### src/rtl/and_nand_pkg.sv
// Shared types and helpers for the AND/NAND self-test sequencer.
// Holds the FSM state type, the last vector index and the expected gate response.
package and_nand_pkg;

    typedef enum logic [1:0] {
        IDLE,
        SETTLE,
        CHECK,
        DONE
    } state_t;

    localparam logic [1:0] VEC_LAST = 2'd3;

    // Expected {and, nand} for vector {in1, in0}
    function automatic logic [1:0] exp_out(input logic [1:0] vec);
        logic a;
        a = vec[1] & vec[0];
        return {a, ~a};
    endfunction

endpackage

### src/rtl/and_nand_checker.sv
// Compares sampled gate outputs against the truth table.
// Keeps a saturating error count and a sticky record of the first failing vector.
module and_nand_checker
    import and_nand_pkg::*;
#(
    parameter int ERR_W = 8
) (
    input  logic             clk,
    input  logic             rst_n,
    input  logic             check,
    input  logic             clear,
    input  logic [1:0]       vec,
    input  logic             and_out,
    input  logic             nand_out,
    output logic [ERR_W-1:0] err_count,
    output logic             fail_valid,
    output logic [1:0]       fail_vec
);

    logic mismatch;

    assign mismatch = ({and_out, nand_out} != exp_out(vec));

    always_ff @(posedge clk) begin
        if (!rst_n || clear) begin
            err_count  <= '0;
            fail_valid <= 1'b0;
            fail_vec   <= 2'b00;
        end else if (check && mismatch) begin
            if (err_count != '1) begin
                err_count <= err_count + ERR_W'(1);
            end
            if (!fail_valid) begin
                fail_valid <= 1'b1;
                fail_vec   <= vec;
            end
        end
    end

endmodule

### src/rtl/and_nand_sweep_ctrl.sv
// Self-test sequencer: sweeps the AND/NAND gate through its truth table.
// Reports done/pass plus error count and the first failing vector.
module and_nand_sweep_ctrl
    import and_nand_pkg::*;
#(
    parameter int SETTLE_CYCLES = 2,
    parameter int PASSES        = 1,
    parameter int ERR_W         = 8
) (
    input  logic             clk,
    input  logic             rst_n,
    input  logic             start,
    input  logic             abort,
    input  logic             and_out,
    input  logic             nand_out,
    output logic             in0,
    output logic             in1,
    output logic             busy,
    output logic             done,
    output logic             pass,
    output logic [ERR_W-1:0] err_count,
    output logic             fail_valid,
    output logic [1:0]       fail_vec
);

    localparam int CW = (SETTLE_CYCLES > 1) ? $clog2(SETTLE_CYCLES) : 1;
    localparam int PW = (PASSES > 1) ? $clog2(PASSES) : 1;
    localparam logic [CW-1:0] LOAD  = CW'(SETTLE_CYCLES - 1);
    localparam logic [PW-1:0] PLAST = PW'(PASSES - 1);

    state_t        state, state_d;
    logic [1:0]    vec, vec_d;
    logic [CW-1:0] cnt, cnt_d;
    logic [PW-1:0] pidx, pidx_d;
    logic          pass_q, pass_d;
    logic          clear;
    logic          pass_now;

    and_nand_checker #(
        .ERR_W(ERR_W)
    ) u_checker (
        .clk       (clk),
        .rst_n     (rst_n),
        .check     (state == CHECK),
        .clear     (clear),
        .vec       (vec),
        .and_out   (and_out),
        .nand_out  (nand_out),
        .err_count (err_count),
        .fail_valid(fail_valid),
        .fail_vec  (fail_vec)
    );

    // Checker registers already include the final CHECK result here
    assign pass_now = (err_count == '0) && !fail_valid;

    always_ff @(posedge clk) begin
        if (!rst_n) begin
            state  <= IDLE;
            vec    <= 2'b00;
            cnt    <= '0;
            pidx   <= '0;
            pass_q <= 1'b0;
        end else begin
            state  <= state_d;
            vec    <= vec_d;
            cnt    <= cnt_d;
            pidx   <= pidx_d;
            pass_q <= pass_d;
        end
    end

    always_comb begin
        state_d = state;
        vec_d   = vec;
        cnt_d   = cnt;
        pidx_d  = pidx;
        pass_d  = pass_q;
        clear   = 1'b0;
        unique case (state)
            IDLE: begin
                if (start && !abort) begin
                    clear   = 1'b1;
                    pass_d  = 1'b0;
                    vec_d   = 2'b00;
                    cnt_d   = LOAD;
                    pidx_d  = '0;
                    state_d = SETTLE;
                end
            end
            SETTLE: begin
                if (cnt == '0) begin
                    state_d = CHECK;
                end else begin
                    cnt_d = cnt - CW'(1);
                end
            end
            CHECK: begin
                cnt_d = LOAD;
                if (vec != VEC_LAST) begin
                    vec_d   = vec + 2'd1;
                    state_d = SETTLE;
                end else if (pidx != PLAST) begin
                    pidx_d  = pidx + PW'(1);
                    vec_d   = 2'b00;
                    state_d = SETTLE;
                end else begin
                    vec_d   = 2'b00;
                    state_d = DONE;
                end
            end
            DONE: begin
                pass_d  = pass_now;
                state_d = IDLE;
            end
            default: state_d = IDLE;
        endcase
        if (abort && state != IDLE) begin
            state_d = IDLE;
            vec_d   = 2'b00;
            pass_d  = 1'b0;
        end
    end

    assign in0  = vec[0];
    assign in1  = vec[1];
    assign busy = (state == SETTLE) || (state == CHECK);
    assign done = (state == DONE);
    assign pass = pass_q | (done & pass_now);

endmodule

### config.mk
export PLATFORM = sky130hd
export DESIGN_NAME = and_nand_sweep_ctrl
export DESIGN_NICKNAME = d
export VERILOG_FILES = /design/src/rtl/and_nand_pkg.sv /design/src/rtl/and_nand_checker.sv /design/src/rtl/and_nand_sweep_ctrl.sv
export SDC_FILE = /design/constraint.sdc
export NUM_CORES = 1
export LEC_CHECK = 0
export ABC_AREA = 0
export CAP_MARGIN = 20
export CORE_MARGIN = 4
export CORE_UTILIZATION = 50
export CTS_BUF_LIST = sky130_fd_sc_hd__clkbuf_4
export DETAILED_ROUTE_END_ITERATION = 7
export PLACE_DENSITY = 0.8
export SLEW_MARGIN = 20
export SYNTH_ARGS = -nofsm -noshare
export SYNTH_HDL_FRONTEND = slang
export SYNTH_SLANG_ARGS = --single-unit
### constraint.sdc
create_clock -name clk -period 1.75 [get_ports clk]
set_input_delay 0.175 -clock clk [delete_from_list [all_inputs] [get_ports clk]]
set_output_delay 0.175 -clock clk [all_outputs]
set_load 0.02 [all_outputs]
# After elaboration in Yosys (flattened, before gate mapping)
# Cells that the tools add are included.
dict set report classes {
  n_reduce_logical 23
  bitwise_logic 6
  add_sub_neg 4
  mux 18
  n_eq_ne 9
}
# operator count
set op_table {}
lappend op_table {{$mux 2} 6}
lappend op_table {{$reduce_and 2->1} 6}
lappend op_table {{$add 8x1->8 const B} 1}
lappend op_table {{$logic_not 8->1} 1}
lappend op_table {{$ne 2x2->1 const B} 4}
lappend op_table {{$ne 8x8->1 const B} 1}
lappend op_table {{$pmux 2 s4} 1}
lappend op_table {{$mux 1} 7}
lappend op_table {{$reduce_bool 2->1} 3}
lappend op_table {{$eq 2x2->1 const B} 2}
lappend op_table {{$logic_and 1x1->1} 4}
lappend op_table {{$pmux 1 s2} 2}
lappend op_table {{$pmux 2 s2} 1}
lappend op_table {{$logic_not 1->1} 3}
lappend op_table {{$not 1->1} 3}
lappend op_table {{$pmux 1 s3} 1}
lappend op_table {{$reduce_and 3->1} 1}
lappend op_table {{$reduce_bool 3->1} 1}
lappend op_table {{$add 2x1->2 const B} 1}
lappend op_table {{$and 1x1->1} 2}
lappend op_table {{$eq 2x1->1 const B} 1}
lappend op_table {{$logic_not 2->1} 1}
lappend op_table {{$logic_or 1x1->1} 2}
lappend op_table {{$ne 2x2->1} 1}
lappend op_table {{4 further kinds} 4}
dict set report word_totals {
  output_inout_bits 16
  word_cells 68
  register_bits 18
}

# Depth between registers and ports, before layout
# Gate-level depths: netlist (run 1).
dict set report logic_depth {
  depth_word 5
  ltp_mapped 7
  ltp_nobuf 6
}

# By module
# A second synthesis (run 1) with hierarchy kept.
dict set report unflattened {
  cells_unflattened 113
  area_unflattened_um2 952.2
}
# mod seq_area_each_um2 cells_per_inst instances area_per_inst_um2
set modules_own_cells {}
lappend modules_own_cells {and_nand_checker 220.2 66 1 548.0}
lappend modules_own_cells {and_nand_sweep_ctrl 120.1 47 1 404.1}

# Worst setup path before layout (run 1)
# Ideal clock, no wire load.
dict set report synth_path {
  path_kind {register to register}
  start {reg vec[0]}
  end {reg u_checker.err_count[5]}
  setup_time_ns 0.072
  arrival_time_ns 1.599
  path_stages_with_launch 7
  required_time_ns 1.678
  path_slack_ns 0.080
  synth_period_minus_slack_ns 1.670
  cell_sequence {dfxtp_1 -> ha_1 -> nand2b_2 -> o221ai_2 -> buf_2 -> nor4_2 -> mux2i_1}
}
dict set report synth_via {
  elab_chain_cells 5
}
# item line
set synth_lines {}
lappend synth_lines {{from (decl)} and_nand_sweep_ctrl.sv:32} ;# logic [1:0] vec, vec_d;
lappend synth_lines {{from (signal assigned)} and_nand_sweep_ctrl.sv:66} ;# vec <= vec_d;
lappend synth_lines {{$and 1x1->1 *} and_nand_pkg.sv:17} ;# a = vec[1] & vec[0];
lappend synth_lines {{$not 1->1} and_nand_pkg.sv:18} ;# return {a, ~a};
lappend synth_lines {{$ne 2x2->1 *} and_nand_checker.sv:22} ;# assign mismatch = ({and_out, nand_out} != exp_out(vec));
lappend synth_lines {{$logic_and 1x1->1 *} and_nand_checker.sv:29} ;# end else if (check && mismatch) begin
lappend synth_lines {{$reduce_and 2->1 (no source line) *} n/a}
lappend synth_lines {{to (signal assigned)} and_nand_checker.sv:31} ;# err_count <= err_count + ERR_W'(1);
lappend synth_lines {{to (decl)} and_nand_checker.sv:15} ;# output logic [ERR_W-1:0] err_count,
# Every way passes the cells marked *; elsewhere a longest branch is shown, timed or not.
# A chain may end at the register's enable or synchronous reset.

# Worst setup path after layout (run 1)
dict set report layout_path {
  start {reg u_checker.err_count[0]}
  end {out pass}
}
dict set report layout_via {
  elab_chain_cells 4
}
# item line
set layout_lines {}
lappend layout_lines {{$logic_not 8->1} and_nand_sweep_ctrl.sv:55} ;# assign pass_now = (err_count == '0) && !fail_valid;
lappend layout_lines {{$logic_and 1x1->1} and_nand_sweep_ctrl.sv:55}
lappend layout_lines {{$and 1x1->1} and_nand_sweep_ctrl.sv:129} ;# assign pass = pass_q | (done & pass_now);
lappend layout_lines {{$or 1x1->1} and_nand_sweep_ctrl.sv:129}
lappend layout_lines {{to (decl)} and_nand_sweep_ctrl.sv:20} ;# output logic pass,
# Every way passes these cells.

==> results of run 1 <==
## logic make-up (layout without fill, tap and decap cells)
| logic type | after synthesis | count (layout) | synth area share, % |
|---|---|---|---|
| buffers and inverters | 9 | 50 | 3.92 |
| multiplexers | 2 | 2 | 2.09 |
| flip-flops | 17 | 17 | 35.5 |
| AO/OA/AOI/OAI | 31 | 31 | 22.2 |
| adder cells (fa/ha/maj) | 8 | 8 | 10.4 |
| AND/OR/NAND/NOR | 45 | 45 | 25.8 |
## worst paths after layout
path,from,end,slack (ps)
setup / recovery,u_checker.err_count[0],pass,90
hold / removal,pass_q,pass_q,500
setup reg to reg,state[1],u_checker.err_count[6],120
hold reg to reg,pass_q,pass_q,500
## sequential cells by signal (all words and copies together), names as in the netlist
| register | cells |
|---|---|
| vec | 2 |
| pass_q | 1 |
| cnt | 1 |
| u_checker.fail_valid | 1 |
| state | 2 |
| u_checker.fail_vec | 2 |
| u_checker.err_count | 8 |
## synth_stat cells, drive strengths merged (2+ instances only)
cell	n	share of area (%)
ha	8	10
a21oi	11	5.7
nand3b	2	1.6
nor2	12	4.7
mux2i	2	2.1
buf	3	1.6
a21o	2	1.6
nand2	7	2.7
inv	6	2.3
dfxtp	17	36
nand3	5	2.6
o31ai	2	1.6
a32oi	2	1.8
o21ai	5	2.6
nand2b	4	2.9
or4	2	1.6
and4	2	1.8
a211oi	2	1.6
or2	2	1.3
nor2b	2	1.3
nor4	3	2.6
## routing by layer
metal,global-route usage [%],part of all wire [%]
met5,0,0
met4,8.73,1.9
met3,3.15,3.7
met2,43.6,55
met1,22.2,40
## power groups by stage
stage	Clock, uW	Combinational, uW	Sequential (uW)
finish	225	496	442
global route	251	546	446
CTS	229	495	443
detailed placement	0	504	452
global placement	0	486	448
floorplan	0	301	463
## area by class of cell
| class | count | area (um^2) | share of cell area [%] |
|---|---|---|---|
| Timing Repair Buffer | 40 | 345 | 25.6 |
| Multi-Input combinational cell | 86 | 581 | 43.0 |
| Tap cell | 25 | 31.3 | 2.32 |
| Clock buffer | 4 | 30.0 | 2.22 |
| Inverter | 6 | 22.5 | 1.67 |
| Sequential cell | 17 | 340 | 25.2 |
## worst max-delay path: stages, from the launching register on
cell	delay, ps
dfxtp_1	340
inv_1	70
ha_1	200
and4_1	160
or2_2	270
buf_2	160
## placed cells by master (no fill, tap or decap), types with 3 or more instances in the layout
master           synthesis  final
clkbuf_4                 0      4
inv_1                    6      6
clkdlybuf4s50_1          0     18
nand2_1                  7      7
a21oi_1                 11     11
o21ai_0                  5      5
ha_1                     8      8
nor2_1                  12     12
nand3_1                  5      5
buf_4                    0     19
dfxtp_1                 17     17
nand2b_1                 3      3
## metrics by stage
stage          instances  power, uW  setup WS [ps]
4_1_cts              178       1170           83.4
3_5_place_dp         174        956           4.88
6_report             178       1160           94.4
2_1_floorplan        112        765           79.6
5_1_grt              178       1240           1.28
3_3_place_gp         174        934           14.4
==> impl_metrics.ini, run 1 <==
[run_status]
status = finished, final reports clean

[yosys]
seq_area_frac_synth_pct = 35.5
synthesis.nets = 126
yosysWarningCount = 0
synth_cell_types = 34
dominantRegCellSynth = dfxtp_1
syn_area_um2 = 958
syn-instance-count = 112
ys_ff_latch = 17
ys_async_sr_fraction_pct = 0
postSynthAreaPerCell_um2 = 8.56
synth_enable_flop_cells = 0

[clock_network]
cts_resized = 6
hold_buffers = 0
clk_path_buf_depth = 2
path_clk_slew_ps = 100
htree_num_levels = 1
root_buffer = clkbuf_4
numCtsBuffers = 3
clkSinkCount = 17
clk_latency_ps = 290
postCtsSetupBuffers = 0
cts_tree = built

[floorplan]
dieArea_mm2 = 0.00268
start_util_pct = 54.3
top_level_ports = 22
core-area_mm2 = 0.00176
die_width_um = 51.8
die_y_um = 51.8
rows = 15

[route]
num_vias = 986
wl_per_cell_um = 14.0
avgViaCountPerCell = 5.54
drtAntennaViolNets = 0
drc = 0
first_pass_iters = 4
drt-initial-drc-count = 25
wl_um = 2500

[timing]
max_freq_mhz = 604
setup_viol = 0
worst_pin_slew_ps = 496
post-route-period-util_pct = 94.6
skew_ps = 4.72
period_needed_ps = 1660
slew_headroom_pct = 66.8
rsz0062_at_grt = false
slew_violations = 0
hold_violations = 0
tns_ps = 0
whs_ps = 505

[global_routing]
grt_pass1_wl_um = 4370
overflow = 0
antenna_found_initial = 0
grt_max_degree = 10
first_global_vias = 1027
track_usage_pct = 21.9

[placement]
dp.final_hpwl_um = 1990
post_dp_cell_area_mm2 = 0.00133
io_buffers = 21
place_congestion = 0.808

[critical_path]
cp-end-kind = output pin
r2r_cells = 6
worstPathMaxFanout = 2
cp-start-kind = flop
worstSetupPathType = flop to output pin
cp.arrival_ps = 1480
cp.required_ps = 1570

[finish]
drive_gt1_share_pct = 19.6
nets = 168
nFillCells = 142
finalCoreUtilization_pct = 76.5
area_delta_synth_final_pct = 40.9
n_antenna_cell = 0
final_area_mm2 = 0.00135

[power]
power_switching_share_pct = 36.0
clkPwrFrac_pct = 19.3
peakVddDrop_mv = 0.857
power.internal_uw = 745
seq_power_share_pct = 38.0
p_leak_uw = 0.000542
p_switching_uw = 418
p_comb_share_pct = 42.7
p_per_area_mw_per_mm2 = 862

[job]
drv_cap = 0

[min_path]
min_path_cells = 2
min_path_type = flop to flop
Note: power is estimated with default switching activity, not from simulation.
==> inputs of run 2 (changes only) <==
--- a/config.mk
+++ b/config.mk
@@ -16,3 +16,4 @@
 export SYNTH_ARGS = -nofsm -noshare
 export SYNTH_HDL_FRONTEND = slang
+export SYNTH_HIERARCHICAL = 1
 export SYNTH_SLANG_ARGS = --single-unit
==> constraint.sdc (replaced) <==
create_clock -name clk -period 1.75 [get_ports clk]
set_input_delay 0.175 -clock clk [delete_from_list [all_inputs] [get_ports clk]]
set_output_delay 0.175 -clock clk [all_outputs]
set_load 0.05 [all_outputs]
==> run 2 against run 1 <==
Net effect: clock skew shrank 2.9 ps; sequential cell count is the same; register-to-register slack lost 60 ps; via count grew 1.6%; combinational power grew 44%; hold slack lost 25 ps; cell area grew 0.74%.
==> impl_metrics.ini, run 2 <==
[clock_network]
clk_path_buf_depth = 2
postCtsSetupBuffers = 0
hold_buffers = 0
clkSinkCount = 17
clk_latency_ps = 290
path_clk_slew_ps = 100
numCtsBuffers = 3
htree_num_levels = 1
cts_tree = built
root_buffer = clkbuf_4

[power]
fin_total_pwr_uw = 1380
p_per_area_mw_per_mm2 = 1010
p_leak_uw = 0.000512
clkPwrFrac_pct = 15.0
peakVddDrop_mv = 0.813
power_switching_share_pct = 39.9
p_switching_uw = 550
seq_power_share_pct = 33.4
power.internal_uw = 829
p_comb_share_pct = 51.6

[timing]
setup_viol = 0
tns_ps = 0
slew_headroom_pct = 66.1
max_freq_mhz = 592
skew_ps = 1.80
hold_violations = 0
slew_violations = 0
period_needed_ps = 1690
worst_pin_slew_ps = 507
post-route-period-util_pct = 96.6
rsz0062_at_grt = false

[finish]
nets = 162
area_delta_synth_final_pct = 42.8
n_antenna_cell = 0
largest_reg_flops = 8
nFillCells = 151
layout_commonest_cell = clkdlybuf4s50_1
drive_gt1_share_pct = 28.4
largest-register = u_checker/err_count
multiInputGateArea_um2 = 598
regArea_um2 = 353
mostFrequentLayoutCells = clkdlybuf4s50_1, buf_4, a21oi_1

[critical_path]
path_delay_family = buffers and inverters
cp.arrival_ps = 1520
slowest_delay_ps = 820
path_cells = clkdlybuf4s50_1
worstSetupPathType = flop to output pin
critPathSlowestCell = clkdlybuf4s50_1
worstPathMaxFanout = 7
cp.required_ps = 1570
crit_buf_inv = 1
cp-start-kind = flop
cp-end-kind = output pin

[yosys]
yosys.area.top_type_share_pct = 35.7
synth_enable_flop_cells = 0
synthesis.nets = 126
postSynthAreaPerCell_um2 = 8.43
synth_cell_types = 35
syn_area_um2 = 952
ys_async_sr_fraction_pct = 0
yosysWarningCount = 6
synthTopCellsByArea = dfxtp_1, ha_1, a21oi_1
dominantRegCellSynth = dfxtp_1
yosysMostFrequentCell = dfxtp_1
synth_area_leader_cell = dfxtp_1
seq_area_frac_synth_pct = 35.7
yosys-top-cells-count = dfxtp_1, a21oi_1, nor2_1, inv_1, ha_1
ys_ff_latch = 17
syn-instance-count = 113

[global_routing]
top_usage_layer = met2
first_global_vias = 898
gr-usage-met3_pct = 4.01
track_usage_pct = 19.5
met2_usage_pct = 33.3
grt_max_degree = 11
overflow = 0
use_met1_pct = 24.5
grt_pass1_wl_um = 4000
antenna_found_initial = 0

[route]
first_pass_iters = 5
drtAntennaViolNets = 0
num_vias = 1002
drc = 0
avgViaCountPerCell = 5.79
wl_um = 2380
drt-initial-drc-count = 40
wl_per_cell_um = 13.7

[placement]
dp.final_hpwl_um = 1770
place_congestion = 0.889
io_buffers = 21

[floorplan]
dieArea_mm2 = 0.00267
die_width_um = 51.6
die_y_um = 51.6
rows = 15
core-area_mm2 = 0.00176
start_util_pct = 54.0
top_level_ports = 22

[job]
drv_cap = 0

[min_path]
min_path_type = flop to flop

[run_status]
status = finished, final reports clean
## run 2: path summary, 6_finish.rpt
path | from | to | slack (ps) | cells after the start
setup / recovery | u_checker/err_count[3] | err_count[3] | 60 | 1
hold / removal | u_checker/fail_vec[0] | u_checker/fail_vec[0] | 480 | 2
setup reg to reg | state[0] | u_checker/err_count[4] | 60 | 6
hold reg to reg | u_checker/fail_vec[0] | u_checker/fail_vec[0] | 480 | 2
## run 2: cell families after synthesis
logic type	share of synthesized area (%)
AO/OA/AOI/OAI	20.8
adder cells (fa/ha/maj)	9.20
buffers and inverters	4.47
flip-flops	35.7
multiplexers	1.18
AND/OR/NAND/NOR	28.6
## run 2: cell type report
| class | instances | share of cell area [%] |
|---|---|---|
| Timing Repair Buffer | 33 | 23.3 |
| Sequential cell | 17 | 25.9 |
| Inverter | 9 | 2.48 |
| Clock buffer | 3 | 1.66 |
| Tap cell | 25 | 2.30 |
| Clock inverter | 1 | 0.368 |
| Multi-Input combinational cell | 85 | 44.0 |
## run 2: through the flow
stage | instances | util (%) | hold slack (ps) | instance area [um^2] | setup slack, ps
CTS | 172 | 74.8 | 480 | 1320 | 42.2
finish | 173 | 77.1 | 479 | 1360 | 59.8
detailed placement | 168 | 73.2 | 465 | 1290 | -215
floorplan | 113 | - | 287 | 963 | 13.4
global placement | 168 | 73.2 | 467 | 1290 | -159
global route | 173 | 77.1 | 503 | 1360 | 12.5
## run 2: power groups by stage
stage / registers (uW) / logic (uW) / clock network (uW)
final: 460 / 712 / 207
after global routing: 466 / 775 / 229
after CTS: 456 / 684 / 213
after detailed placement: 465 / 678 / 0
after global placement: 463 / 653 / 0
after floorplan: 498 / 357 / 0
## run 2: timing repair
| action | in CTS | in global routing |
|---|---|---|
| gates resized for setup | 0 | 10 |
| hold endpoints to repair | 0 | 0 |
| endpoints found under the setup margin | 0 | 6 |
## run 2: routing by layer
metal | share of wire [%] | vias to the layer above
li1 | - | 490
met1 | 43 | 468
met2 | 49 | 39
met3 | 6.7 | 5
met4 | 1.1 | 0
met5 | 0 | -
